`src/rtl/range_result_logger_if.sv`:
```
// rtl/range_result_logger_if.sv - tracker/reader-side signal bundle for range_result_logger
// master drives capture and readout controls; slave is the logger itself.
interface range_result_logger_if #(
  parameter int DATA_W = 10,
  parameter int CNT_W  = 8
);
  logic [DATA_W-1:0] range_in;
  logic              range_valid;
  logic              error_in;
  logic              clear;
  logic              pop;
  logic [DATA_W-1:0] out_data;
  logic              out_err;
  logic              out_valid;
  logic              fifo_full;
  logic              overflow;
  logic [DATA_W-1:0] peak_range;
  logic [CNT_W-1:0]  session_count;
  logic [CNT_W-1:0]  error_count;

  modport master (
    output range_in, range_valid, error_in, clear, pop,
    input  out_data, out_err, out_valid, fifo_full, overflow,
           peak_range, session_count, error_count
  );

  modport slave (
    input  range_in, range_valid, error_in, clear, pop,
    output out_data, out_err, out_valid, fifo_full, overflow,
           peak_range, session_count, error_count
  );
endinterface

```
`src/rtl/range_result_logger.sv`:
```
// rtl/range_result_logger.sv - per-session range capture into a show-ahead FIFO with running stats
// One capture per rising edge of range_valid; outputs come only from registered state.
module range_result_logger #(
  parameter int DATA_W = 10,
  parameter int DEPTH  = 4,
  parameter int CNT_W  = 8
) (
  input  logic              clock,
  input  logic              reset,
  range_result_logger_if.slave bus
);
  localparam int AW = (DEPTH > 1) ? $clog2(DEPTH) : 1;
  localparam int CW = $clog2(DEPTH + 1);
  localparam logic [CW-1:0] DEPTH_C = CW'(DEPTH);

  logic [DATA_W-1:0] mem_data_q [DEPTH];
  logic              mem_err_q  [DEPTH];

  logic [AW-1:0]     rd_q, rd_d;
  logic [AW-1:0]     wr_q, wr_d;
  logic [CW-1:0]     count_q, count_d;
  logic              rv_q;
  logic              overflow_q, overflow_d;
  logic [DATA_W-1:0] peak_q, peak_d;
  logic [CNT_W-1:0]  session_q, session_d;
  logic [CNT_W-1:0]  errcnt_q, errcnt_d;

  logic cap;
  logic empty;
  logic full;
  logic push;
  logic pop_ok;

  assign cap   = bus.range_valid & ~rv_q;
  assign empty = (count_q == '0);
  assign full  = (count_q == DEPTH_C);

  always_comb begin
    rd_d       = rd_q;
    wr_d       = wr_q;
    count_d    = count_q;
    overflow_d = overflow_q;
    peak_d     = peak_q;
    session_d  = session_q;
    errcnt_d   = errcnt_q;
    push       = 1'b0;
    pop_ok     = 1'b0;

    // clear wins over any coincident capture or pop
    if (bus.clear) begin
      rd_d       = '0;
      wr_d       = '0;
      count_d    = '0;
      overflow_d = 1'b0;
      peak_d     = '0;
      session_d  = '0;
      errcnt_d   = '0;
    end else begin
      pop_ok = bus.pop & ~empty;
      if (cap) begin
        // a full FIFO still accepts the push when the head leaves on the same edge
        if (!full || pop_ok) begin
          push = 1'b1;
        end else begin
          overflow_d = 1'b1;
        end
        if (session_q != '1) session_d = session_q + CNT_W'(1);
        if (bus.error_in && (errcnt_q != '1)) errcnt_d = errcnt_q + CNT_W'(1);
        if (bus.range_in > peak_q) peak_d = bus.range_in;
      end
      if (push)   wr_d = wr_q + AW'(1);
      if (pop_ok) rd_d = rd_q + AW'(1);
      case ({push, pop_ok})
        2'b10:   count_d = count_q + CW'(1);
        2'b01:   count_d = count_q - CW'(1);
        default: count_d = count_q;
      endcase
    end
  end

  always_ff @(posedge clock or posedge reset) begin
    if (reset) begin
      rd_q       <= '0;
      wr_q       <= '0;
      count_q    <= '0;
      rv_q       <= 1'b0;
      overflow_q <= 1'b0;
      peak_q     <= '0;
      session_q  <= '0;
      errcnt_q   <= '0;
      for (int i = 0; i < DEPTH; i++) begin
        mem_data_q[i] <= '0;
        mem_err_q[i]  <= 1'b0;
      end
    end else begin
      rd_q       <= rd_d;
      wr_q       <= wr_d;
      count_q    <= count_d;
      rv_q       <= bus.range_valid;
      overflow_q <= overflow_d;
      peak_q     <= peak_d;
      session_q  <= session_d;
      errcnt_q   <= errcnt_d;
      if (push) begin
        mem_data_q[wr_q] <= bus.range_in;
        mem_err_q[wr_q]  <= bus.error_in;
      end
    end
  end

  assign bus.out_data      = empty ? '0 : mem_data_q[rd_q];
  assign bus.out_err       = empty ? 1'b0 : mem_err_q[rd_q];
  assign bus.out_valid     = ~empty;
  assign bus.fifo_full     = full;
  assign bus.overflow      = overflow_q;
  assign bus.peak_range    = peak_q;
  assign bus.session_count = session_q;
  assign bus.error_count   = errcnt_q;
endmodule

```
`src/flat_wrapper.sv`:
```
// flat-port wrapper written by rule: the top's interface ports become plain ports
module range_result_logger_flat 
#(
  parameter int DATA_W = 10,
  parameter int DEPTH  = 4,
  parameter int CNT_W  = 8
)
  (clock, reset, bus_range_in, bus_range_valid, bus_error_in, bus_clear, bus_pop, bus_out_data, bus_out_err, bus_out_valid, bus_fifo_full, bus_overflow, bus_peak_range, bus_session_count, bus_error_count);
  range_result_logger_if #(.DATA_W(DATA_W), .CNT_W(CNT_W)) bus_i ();
  input  logic clock;
  input  logic reset;
  input wire logic [$bits(bus_i.range_in)-1:0] bus_range_in;
  input wire logic [$bits(bus_i.range_valid)-1:0] bus_range_valid;
  input wire logic [$bits(bus_i.error_in)-1:0] bus_error_in;
  input wire logic [$bits(bus_i.clear)-1:0] bus_clear;
  input wire logic [$bits(bus_i.pop)-1:0] bus_pop;
  output wire logic [$bits(bus_i.out_data)-1:0] bus_out_data;
  output wire logic [$bits(bus_i.out_err)-1:0] bus_out_err;
  output wire logic [$bits(bus_i.out_valid)-1:0] bus_out_valid;
  output wire logic [$bits(bus_i.fifo_full)-1:0] bus_fifo_full;
  output wire logic [$bits(bus_i.overflow)-1:0] bus_overflow;
  output wire logic [$bits(bus_i.peak_range)-1:0] bus_peak_range;
  output wire logic [$bits(bus_i.session_count)-1:0] bus_session_count;
  output wire logic [$bits(bus_i.error_count)-1:0] bus_error_count;
  assign bus_i.range_in = bus_range_in;
  assign bus_i.range_valid = bus_range_valid;
  assign bus_i.error_in = bus_error_in;
  assign bus_i.clear = bus_clear;
  assign bus_i.pop = bus_pop;
  assign bus_out_data = bus_i.out_data;
  assign bus_out_err = bus_i.out_err;
  assign bus_out_valid = bus_i.out_valid;
  assign bus_fifo_full = bus_i.fifo_full;
  assign bus_overflow = bus_i.overflow;
  assign bus_peak_range = bus_i.peak_range;
  assign bus_session_count = bus_i.session_count;
  assign bus_error_count = bus_i.error_count;
  range_result_logger #(.DATA_W(DATA_W), .DEPTH(DEPTH), .CNT_W(CNT_W)) u_core (.clock(clock), .reset(reset), .bus(bus_i));
endmodule
```
`config.mk`:
```
export PLATFORM = sky130hd
export DESIGN_NAME = range_result_logger_flat
export DESIGN_NICKNAME = d
export VERILOG_FILES = /design/src/rtl/range_result_logger_if.sv /design/src/rtl/range_result_logger.sv /design/src/flat_wrapper.sv
export SDC_FILE = /design/constraint.sdc
export NUM_CORES = 1
export LEC_CHECK = 0
export CAP_MARGIN = 10
export CORE_MARGIN = 2
export CORE_UTILIZATION = 25
export DETAILED_ROUTE_END_ITERATION = 16
export GPL_TIMING_DRIVEN = 0
export PLACE_DENSITY_LB_ADDON = 0.12
export SYNTH_ARGS = -nofsm -noshare
export SYNTH_HDL_FRONTEND = slang
export SYNTH_SLANG_ARGS = --single-unit
```
`constraint.sdc`:
```
create_clock -name clock -period 4.3 [get_ports clock]
set_input_delay 0.43 -clock clock [delete_from_list [all_inputs] [get_ports clock]]
set_output_delay 0.43 -clock clock [all_outputs]
set_load 0.05 [all_outputs]
```
==> results.ini <==
[status]
status = finished clean

[logic_synthesis]
synth_top_cell_area_share_pct = 45.4
synth.most_common_cell = dfrtp_1
avgSynthCellArea_um2 = 12.8
synth_seq_cells = 79
synthArstFlopShare_pct = 100
netlist_instances = 341
synth_flop_cell = dfrtp_1
yosys-top-cells-count = dfrtp_1, mux2_4, nor2_1, nand2b_1
synth_edf_count = 0
yosysSeqAreaShare_pct = 45.4
synth_area_um2 = 4360
synth.area.top_cells = dfrtp_1, mux2_4, mux4_2
yosysUniqueCellTypes = 44
syn-num-nets = 374
ys.warnings.count = 0
synth.largest_area_cell = dfrtp_1

[global_routing]
grt_max_degree = 45
grt_pass1_wl_mm = 17.3
grt-ovfl-total = 0
antenna_found_initial = 0
grt_use_met3_pct = 3.50
top_usage_layer = met2
grt_use_met2_pct = 19.3
grt_pass1_vias = 3084
use_met1_pct = 16.8
grt_use_total_pct = 12.5

[drt]
wl_mm = 10.6
dr.pass1.iters = 4
wl_per_cell_um = 16.6
via_per_inst = 4.43
post-route-drc-count = 0
antenna_left = 0
first_iter_violations = 105
vias = 2829

[sta]
slew_viol_final = 0
finalCritPeriodShare_pct = 72.7
rsz0062_at_grt = no
final-hold-violation-count = 0
worst_pin_slew_ns = 0.764
fmaxAchievable_mhz = 320
finalClockSkew_ns = 0.00760
slew_headroom_pct = 49.1
finalSetupTns_ns = 0
min_period_ns = 3.13
setup_violations = 0

[clocking]
cts_resized = 0
cts.clk_slew.worst_paths_ns = 0.06
clock_latency_ns = 0.34
numCtsBuffers = 9
cts_tree = built
post_cts_buffers = 0
cts_buffer_depth = 2
cts_sinks = 79
hold_buffers = 0
cts_root_buf = clkbuf_16
htreeDepth = 3

[final_layout]
synthToLayoutAreaGrowth_pct = 26.5
antenna_cells = 0
drive_gt1_share_pct = 22.0
stdcell_count = 638
nFillCells = 1758
nets = 441

[pwr]
p_seq_share_pct = 40.7
intPower_w = 0.00155
ir_worst_vdd_uv = 172
switching_share_pct = 29.4
clkPwrFrac_pct = 35.6
share_comb_of_total_power_pct = 23.7
p_leak_nw = 2.32
p_switching_w = 0.000645
p_per_area_nw_per_um2 = 399

[hold_path]
min_to = u_core.mem_data_q[8]
hold_path_depth = 1
holdCritStartpoint = u_core.mem_data_q[8]
hold_path_class = reg -> reg

[critical_path]
slowest_delay_ns = 0.71
critPathMaxFanout = 10
ff2ff_path_depth = 6
cp.arrival_ns = 2.70
worst_setup_path_end_kind = output pin
critPathLaunchType = flop
crit_family = buffers and inverters
cp_num_buf_inv = 2
r2r_end = u_core.count_q[2]
setup.worst_path.class = reg -> out
required_ns = 3.87
ff2ff_setup_slack_ns = 1.89
critPathSlowestCell = clkdlybuf4s50_1
worstPathCellList = buf_2 -> mux4_2 -> and2_1 -> clkdlybuf4s50_1
r2r-start = u_core.count_q[2]

[place]
dp_hpwl_mm = 7.21
gp_congestion = 0.733
dp_cells = 622
numPortBuffers = 55

[floorplanning]
coreArea_um2 = 17200
ios = 56
dieArea_um2 = 18500
dieHeight_um = 136
die_w_um = 136
rows = 48
start_util_pct = 25.4

[job]
cap_violations = 0

[placed cells by master (no fill, tap or decap), drive strengths merged, types with 2 or more instances in the layout]
cell type and count:
and4 2, o211ai 3, ha 16, mux2i 13, nand3 7, a21oi 4, and3 4, xnor2 6
inv 17, buf 11, clkbuf 16, a31oi 4, xor2 10, nor2b 2, nand4 4, nand2 8
nand2b 21, clkinvlp 3, and2 18, a211oi 3, o21ai 2, nor2 30, or3 2, clkdlybuf4s50 55
dfrtp 79, a21o 5, a41oi 2, a311oi 2, mux4 11, mux2 44
[kinds of logic (layout without fill, tap and decap cells)]
group / after synthesis / in the layout / share of synthesized area (%)
adder cells (fa/ha/maj): 17 / 17 / 5.06
AND/OR/NAND/NOR: 101 / 101 / 12.9
buffers and inverters: 32 / 104 / 4.40
multiplexers: 68 / 68 / 23.5
XOR/XNOR: 16 / 16 / 3.22
AO/OA/AOI/OAI: 28 / 28 / 5.54
flip-flops: 79 / 79 / 45.4
[final cells by class]
cell class	count	area, um^2	area share (%)
multi-input cells	230	2190	39.7
flip-flops and latches	79	1980	35.9
repair buffers	56	571	10.4
well taps	225	282	5.11
clock buffers	10	229	4.16
plain buffers	16	131	2.38
clock inverters	6	70.1	1.27
inverters	16	62.6	1.14
[registers in the layout (all words and copies together) (netlist names)]
name / count
u_core.bus.error_count: 8
u_core.bus.session_count: 8
u_core.mem_err_q: 4
u_core.rv_q: 1
u_core.mem_data_q: 40
u_core.rd_q: 2
u_core.wr_q: 2
u_core.bus.peak_range: 10
u_core.count_q: 3
u_core.bus.overflow: 1
[stage by stage]
stage	area (um^2)	power, W	util (%)	hold WS [ns]	worst slack (ns)
finish	5510	0.00220	32.1	0.505	1.17
CTS	5510	0.00223	32.1	0.508	1.13
detailed placement	5210	0.00143	30.3	0.491	1.51
global route	5510	0.00231	32.1	0.522	1.08
floorplan	4360	0.00127	-	0.461	1.85
global placement	5190	0.00142	30.2	0.492	0.240
[worst reg2reg max path: stages (launching register included)]
cell	delay [ns]
dfrtp_1	0.47
or3_1	0.50
and3_1	0.23
fa_1	0.42
or3_1	0.40
a21o_1	0.18
a31oi_1	0.14
[power by group through the flow]
stage | Clock [W] | Sequential, W | Combinational [W]
finish | 0.000781 | 0.000894 | 0.000521
global route | 0.000837 | 0.000906 | 0.000566
CTS | 0.000806 | 0.000894 | 0.000532
detailed placement | 0 | 0.000906 | 0.000529
global placement | 0 | 0.000903 | 0.000519
floorplan | 0 | 0.000910 | 0.000365
[layer usage]
metal | vias up | wire (um) | part of all wire, %
met5 | - | 0 | 0
met4 | 0 | 123 | 1.2
met1 | 1447 | 5240 | 50
met3 | 10 | 403 | 3.8
met2 | 47 | 4800 | 45
li1 | 1325 | - | -
[worst max-delay path by stage]
stage / from / endpoint / slack, ns / depth (start not counted)
detailed placement: u_core.rd_q[0] / bus_out_data[1] / 1.51 / 4
finish: u_core.rd_q[0] / bus_out_data[1] / 1.17 / 4
global route: u_core.rd_q[0] / bus_out_data[1] / 1.08 / 4
floorplan: reset / u_core.bus.error_count[0] / 1.85 / 1
CTS: u_core.rd_q[0] / bus_out_data[1] / 1.13 / 4
global placement: reset / u_core.mem_data_q[38] / 0.24 / 2
No activity file was read; power rests on OpenSTA's default activity.
